`src/rtl/ssd_pkg.sv`:
```
// Shared constants and helpers for the seven-segment scan driver.
package ssd_pkg;

  // All segments off (active-low), used for reset and blanked digits.
  localparam logic [6:0] SEG_BLANK = 7'h7F;

  // Active-low hex font, bit order {g,f,e,d,c,b,a}.
  localparam logic [6:0] HEX_FONT [16] = '{
    7'h40, 7'h79, 7'h24, 7'h30,
    7'h19, 7'h12, 7'h02, 7'h78,
    7'h00, 7'h10, 7'h08, 7'h03,
    7'h46, 7'h21, 7'h06, 7'h0E
  };

  // Pick nibble idx out of a packed vector of up to 16 nibbles.
  function automatic logic [3:0] nibble_sel(input logic [63:0] vec, input logic [3:0] idx);
    return vec[{idx, 2'b00} +: 4];
  endfunction

endpackage

```
`src/rtl/ssd_hex_decode.sv`:
```
// Combinational nibble to active-low seven-segment pattern.
module ssd_hex_decode
  import ssd_pkg::*;
(
  input  logic [3:0] i_nibble,
  output logic [6:0] o_seg
);

  assign o_seg = HEX_FONT[i_nibble];

endmodule

```
`src/rtl/ssd_scan_driver.sv`:
```
// Multiplexed seven-segment scan driver with frame-synchronous value update,
// per-digit decimal points, leading-zero blanking and PWM brightness.
//
// Value handshake: val_valid_in is a one-cycle strobe with no back-pressure;
// val_in is taken on every cycle the strobe is high. Strobes between frame
// boundaries collapse into one pending value (last wins); the displayed
// shadow only changes at the frame boundary, and frame_out pulses the cycle
// after it changes.
module ssd_scan_driver #(
  parameter int N_DIGITS    = 8,
  parameter int SLOT_CYCLES = 100000,
  parameter int BRIGHT_W    = 4
) (
  input  logic                  clk_in,
  input  logic                  rst_n_in,
  input  logic [4*N_DIGITS-1:0] val_in,
  input  logic                  val_valid_in,
  input  logic [N_DIGITS-1:0]   dp_in,
  input  logic                  blank_lz_in,
  input  logic [BRIGHT_W-1:0]   bright_in,
  output logic [6:0]            cat_out,
  output logic                  dp_out,
  output logic [N_DIGITS-1:0]   an_out,
  output logic                  frame_out
);

  import ssd_pkg::*;

  localparam int SLOT_W = $clog2(SLOT_CYCLES);
  localparam int DIG_W  = (N_DIGITS > 1) ? $clog2(N_DIGITS) : 1;
  // Wide enough for (2**BRIGHT_W) * SLOT_CYCLES without overflow.
  localparam int PROD_W = BRIGHT_W + 1 + $clog2(SLOT_CYCLES + 1);

  localparam logic [SLOT_W-1:0] SLOT_LAST = SLOT_W'(SLOT_CYCLES - 1);
  localparam logic [DIG_W-1:0]  DIG_LAST  = DIG_W'(N_DIGITS - 1);

  logic [SLOT_W-1:0]     r_slot_cnt;
  logic [DIG_W-1:0]      r_digit_idx;
  logic [4*N_DIGITS-1:0] r_pending;
  logic                  r_pending_vld;
  logic [4*N_DIGITS-1:0] r_shadow;
  logic [6:0]            r_cat;
  logic                  r_dp;
  logic [N_DIGITS-1:0]   r_an;
  logic                  r_frame;

  logic                  w_slot_wrap;
  logic                  w_boundary;
  logic [PROD_W-1:0]     w_on_thresh;
  logic                  w_enable;
  logic [N_DIGITS-1:0]   w_zero_from;
  logic                  w_run;
  logic                  w_blank;
  logic [3:0]            w_nibble;
  logic [6:0]            w_seg;
  logic [N_DIGITS-1:0]   w_an_sel;

  assign w_slot_wrap = (r_slot_cnt == SLOT_LAST);
  assign w_boundary  = w_slot_wrap && (r_digit_idx == DIG_LAST);

  // Anode is lit for the first on_thresh cycles of each slot; all-ones
  // brightness yields on_thresh == SLOT_CYCLES, i.e. always lit.
  assign w_on_thresh = ((PROD_W'(bright_in) + PROD_W'(1)) * PROD_W'(SLOT_CYCLES)) >> BRIGHT_W;
  assign w_enable    = (PROD_W'(r_slot_cnt) < w_on_thresh);

  // w_zero_from[i] is set when shadow nibbles i..N_DIGITS-1 are all zero.
  always_comb begin
    w_run       = 1'b1;
    w_zero_from = '0;
    for (int i = N_DIGITS - 1; i >= 0; i--) begin
      w_run          = w_run & (r_shadow[i*4 +: 4] == 4'h0);
      w_zero_from[i] = w_run;
    end
  end

  // Digit 0 always shows something, even for an all-zero value.
  assign w_blank  = blank_lz_in && (r_digit_idx != '0) && w_zero_from[r_digit_idx];
  assign w_nibble = nibble_sel(64'(r_shadow), 4'(r_digit_idx));
  assign w_an_sel = ~(N_DIGITS'(1) << r_digit_idx);

  ssd_hex_decode u_hex_decode (
    .i_nibble (w_nibble),
    .o_seg    (w_seg)
  );

  // Slot and digit counters that pace the scan.
  always_ff @(posedge clk_in) begin
    if (!rst_n_in) begin
      r_slot_cnt  <= '0;
      r_digit_idx <= '0;
    end else if (w_slot_wrap) begin
      r_slot_cnt  <= '0;
      r_digit_idx <= (r_digit_idx == DIG_LAST) ? '0 : r_digit_idx + 1'b1;
    end else begin
      r_slot_cnt  <= r_slot_cnt + 1'b1;
    end
  end

  // Capture strobes into pending and commit to shadow on the frame boundary.
  always_ff @(posedge clk_in) begin
    if (!rst_n_in) begin
      r_pending     <= '0;
      r_pending_vld <= 1'b0;
      r_shadow      <= '0;
      r_frame       <= 1'b0;
    end else if (w_boundary) begin
      r_pending_vld <= 1'b0;
      if (val_valid_in) begin
        r_shadow <= val_in;
        r_frame  <= 1'b1;
      end else if (r_pending_vld) begin
        r_shadow <= r_pending;
        r_frame  <= 1'b1;
      end else begin
        r_frame  <= 1'b0;
      end
    end else begin
      r_frame <= 1'b0;
      if (val_valid_in) begin
        r_pending     <= val_in;
        r_pending_vld <= 1'b1;
      end
    end
  end

  // Registered display outputs derived from the current scan position.
  always_ff @(posedge clk_in) begin
    if (!rst_n_in) begin
      r_an  <= '1;
      r_cat <= SEG_BLANK;
      r_dp  <= 1'b1;
    end else begin
      r_an  <= w_enable ? w_an_sel : '1;
      r_cat <= w_blank ? SEG_BLANK : w_seg;
      r_dp  <= w_enable ? ~dp_in[r_digit_idx] : 1'b1;
    end
  end

  assign cat_out   = r_cat;
  assign dp_out    = r_dp;
  assign an_out    = r_an;
  assign frame_out = r_frame;

endmodule

```
`config.mk`:
```
export PLATFORM = sky130hd
export DESIGN_NAME = ssd_scan_driver
export DESIGN_NICKNAME = d
export VERILOG_FILES = /design/src/rtl/ssd_pkg.sv /design/src/rtl/ssd_hex_decode.sv /design/src/rtl/ssd_scan_driver.sv
export SDC_FILE = /design/constraint.sdc
export NUM_CORES = 1
export LEC_CHECK = 0
export ABC_AREA = 1
export BUFFER_PORTS_ARGS = -buffer_cell sky130_fd_sc_hd__buf_2
export CAP_MARGIN = 20
export CORE_ASPECT_RATIO = 0.9
export CORE_UTILIZATION = 35
export CTS_BUF_LIST = sky130_fd_sc_hd__clkbuf_8
export DETAILED_ROUTE_END_ITERATION = 8
export PLACE_DENSITY = 0.54
export SKIP_CTS_REPAIR_TIMING = 1
export SLEW_MARGIN = 20
export SYNTH_ARGS = -nofsm -noshare
export SYNTH_HDL_FRONTEND = slang
export SYNTH_SLANG_ARGS = --single-unit
```
`constraint.sdc`:
```
create_clock -name clk_in -period 5.5 [get_ports clk_in]
set_clock_uncertainty 0.2 [all_clocks]
set_input_delay 0.55 -clock clk_in [delete_from_list [all_inputs] [get_ports clk_in]]
set_output_delay 0.55 -clock clk_in [all_outputs]
set_load 0.01 [all_outputs]
```
==> results.md <==
CTS:
- The tree is rooted in a clkbuf_8.
- The clock sink total is 102.
- TritonCTS built the clock tree.
- The clock-pin slew reported for the worst setup and hold paths after clock tree synthesis is 0.11 ns.
- The depth of the CTS H-tree is 3.
- The clock tree buffer depth is 2.
- For the worst-skew pair, the clock arrives at the later sink with an insertion delay of 0.38 ns.
- The total clock buffers created by CTS is 9.

Logic synthesis:
- The cell area that synthesis handed to floorplanning was 0.00627 mm².
- Yosys mapped a number of flops with a built-in enable equal to 0.
- In the synthesized netlist the dominant register cell turns out to be dfxtp_1.
- The count of unique library cells instantiated by Yosys is 49.
- The number of nets handed over by synthesis was 989.
- The Yosys step of the flow raised 0 warnings.
- A synthesized cell averages 7.13 µm².
- The sequential share of the synthesized area is 32.6%.
- Of all flip-flops after synthesis, the portion carrying an async set or reset was 0%.
- Summed over its instances, the top area cell type makes up 32.6% of the synthesized netlist area.
- The number of instances in the synthesized netlist is 879.
- The flip-flop and latch count after synthesis is 102.
- The cell taking the most area after synthesis is dfxtp_1.
- By count the netlist is led by 220 x nand2_1, 102 x a21oi_1, 102 x dfxtp_1, 93 x inv_1, 68 x nand3_1.
- The cell with the most instances after synthesis is nand2_1.
- Yosys attributes the largest share of cell area to dfxtp_1 33%, nand2_1 13%, ha_1 12%.

Timing:
- The slew at the pin closest to its max-slew limit is 0.982 ns.
- The number of max-slew violations in the final report is 0.
- In the finished design, the share of the clock period the worst path needs comes to 86.5%.
- Setup repair after global routing left no endpoint under its margin.
- The total negative slack is 0 ns.
- The final setup violation count is 0.
- The count of endpoints failing hold in the final timing report is 0.
- Derived from the worst setup path, the maximum achievable clock frequency is 210 MHz.
- Hold is met by 0.234 ns.
- The worst pin sits at a relative slew slack of 34.1%.
- The minimum clock period is 4.76 ns.

Finish:
- Excluding fillers, the count of instances in the completed layout stands at 1163.
- The total of fill cells in the finished design is 1880.
- The post-layout instance area is 0.00688 mm².
- At the end of the flow, the number of nets in the layout was 1028.
- The area overhead of the layout relative to synthesis is 9.82%.
- Of the cells placed in the final design, the portion with a size suffix greater than 1 is 12.2%.
- The repair_antennas step left the layout with diodes totalling 0.

Placement:
- The area of placed instances is 0.00669 mm².
- Once placement completed, the tool counted placed cells totaling 1147.
- The quantity of I/O buffers inserted on ports is 64.
- The placed wire-length estimate is 10600 µm.
- The congestion estimate from routability-driven global placement came to 0.824.

Worst hold path:
- The path class of the tightest hold or removal check is in -> reg.
- Counting instances, the worst hold path has a depth of 3.

Floorplanning:
- The number of top-level pins is 65.
- The number of placement rows is 46.
- The total core area is 0.0176 mm².
- The starting utilization of the core area is 35.7%.
- The height of the die is 129 µm.
- The die is 143 µm wide.
- The floorplan step defined a die boundary enclosing 0.0184 mm².

Power:
- The worst IR drop on VDD is 144 µV.
- The reported leakage power is 3.14 nW.
- The cell area power density is 225 mW/mm².
- The total power is 0.00155 W.

Critical path:
- The count of buffer and inverter cells on the critical path is 1.
- The data arrival time of the critical path is 4.79 ns.
- The length in cells of the worst reg-to-reg path is 6.
- In this design, the largest share of critical-path delay is due to adder cells.
- The cell repeated most along the worst path is nand2_1.
- Walking the worst path, the cells encountered are buf_2 > ha_1 > xor2_1 > ha_1 > xnor2_1 > ha_1 > a21o_1 > ha_1 > ha_1 > nand4_1 > o21ai_0 > nand2_1 > o21ai_0 > xor2_1 > ha_1 > a21oi_1 > o31a_1 > nand2_1 > nand2_1 > nand2_1 > nand2_1 > nand2_1 > nand2_1 > nand3_1.
- The cell with the largest stage delay on the worst path is xor2_1.
- In this run the worst path has a maximum fanout of 9.
- The required time reported for the critical path endpoint is 5.53 ns.
- The largest stage delay on the critical path is 0.36 ns.
- The startpoint kind of the worst setup timing path is an input pin.
- The critical path depth is 24.
- STA classifies the critical path endpoint as a flop.
- The critical path is of the in -> reg type.

Drt:
- In this run, the number of DRC markers left after iteration 0 of detailed routing was 164.
- Summing over every cut layer, the via total after detailed routing is 5514.
- The routed length per instance is 12.6 µm.
- Wires add up to 14700 µm.
- The average via count per standard cell is 4.74.
- The number of detailed-route iterations in the first pass is 4.
- In this run the remaining antenna-violating nets after routing total 0.
- The number of DRC violations after detailed routing is 0.

Run status:
- The flow ran to the end, and the final reports show no timing, DRC or antenna violations.

Global routing:
- The first global-routing pass estimated 24700 µm of wire.
- The number of antenna violations at the first check in global routing came to 0.
- Entering global routing, the biggest net connects 67 pins.
- The total overflow left after global routing is 0.
- The via count of the first global-routing pass is 4977.
- The aggregate global-route resource usage is 16.8%.

Job:
- The tool flagged a number of max-cap violations equal to 0.
path summary, 6_finish.rpt:
kind / startpoint / to / slack (ns)
max: bright_in[0] / an_out[5] / 0.74
min: val_in[25] / r_pending[25] / 0.23
max reg2reg: r_digit_idx[1] / r_pending[8] / 2.54
min reg2reg: r_slot_cnt[0] / r_slot_cnt[0] / 0.26
final cells by class:
cell class                 instances  area (µm²)  area share (%)
clock buffer                      10         138            2.00
clock inverter                     6        53.8           0.782
inverter                          99         372            5.40
multi-input combinational        637        3620            52.6
sequential                       102        2040            29.7
tap                              240         300            4.36
timing repair buffer              69         358            5.20
worst register-to-register path, delay by kind of cell, from the launching register on:
kind / cells / cell delay, ns
adders and majority gates: 2 / 0.63
and+or+nand+nor: 3 / 1.21
AOI/OAI and AO/OA: 1 / 0.15
DFF: 1 / 0.72
cells by family (layout without fill, tap and decap cells):
logic type	Yosys count	after routing	share of synthesized area [%]
flip-flops	102	102	32.6
adder cells (fa/ha/maj)	62	62	12.5
buffers and inverters	140	184	9.66
AO/OA/AOI/OAI	185	185	15.5
XOR/XNOR	21	21	2.94
AND/OR/NAND/NOR	369	369	26.8
report_power, final:
part / internal (W) / total (W) / switching [W]
Combinational: 0.000127 / 0.000315 / 0.000188
Clock: 0.000185 / 0.000472 / 0.000286
Sequential: 0.000756 / 0.000765 / 0.00000827
state kept, by name, summed over array words and instances, names as in the netlist:
name and cells:
an_out 8, cat_out 7, dp_out 1, frame_out 1, r_digit_idx 3, r_pending 32, r_pending_vld 1, r_shadow 32
r_slot_cnt 17
per-stage QoR:
stage / setup WS, ns / util [%]
3_3_place_gp: 0.392 / 38.1
2_1_floorplan: 1.02 / -
5_1_grt: 0.249 / 39.2
6_report: 0.742 / 39.2
3_5_place_dp: 0.314 / 38.1
4_1_cts: 0.712 / 39.2
per-layer routing:
| metal | track usage, % | vias to the layer above | part of all wire [%] |
|---|---|---|---|
| met4 | 4.55 | 0 | 1.4 |
| met5 | 0 | - | 0 |
| met3 | 3.16 | 17 | 3.4 |
| li1 | - | 2964 | - |
| met1 | 23.5 | 2456 | 52 |
| met2 | 26.2 | 77 | 44 |
cell usage in the layout, fill, tap and decap left out, types with 2 or more instances in the layout:
cell and count:
nand2_1 220, a21oi_1 102, dfxtp_1 102, inv_1 92
nand3_1 68, o21ai_0 64, buf_2 64, ha_1 61
nor2_1 33, xor2_1 13, clkbuf_8 10, nand4_1 9
xnor2_1 8, nor3b_1 7, nor3_1 5, buf_4 5
inv_2 4, nand2_2 3, clkinv_1 3, nor4_1 3
or2_2 3, nor2_2 3, o21ai_1 3, clkinv_4 3
o211ai_1 2, nand3_2 2, nor2_4 2, nor3_4 2
o21ai_2 2, a21o_1 2, o21bai_1 2, o21a_1 2
inv_8 2
Power figures use the tool's default switching activity.
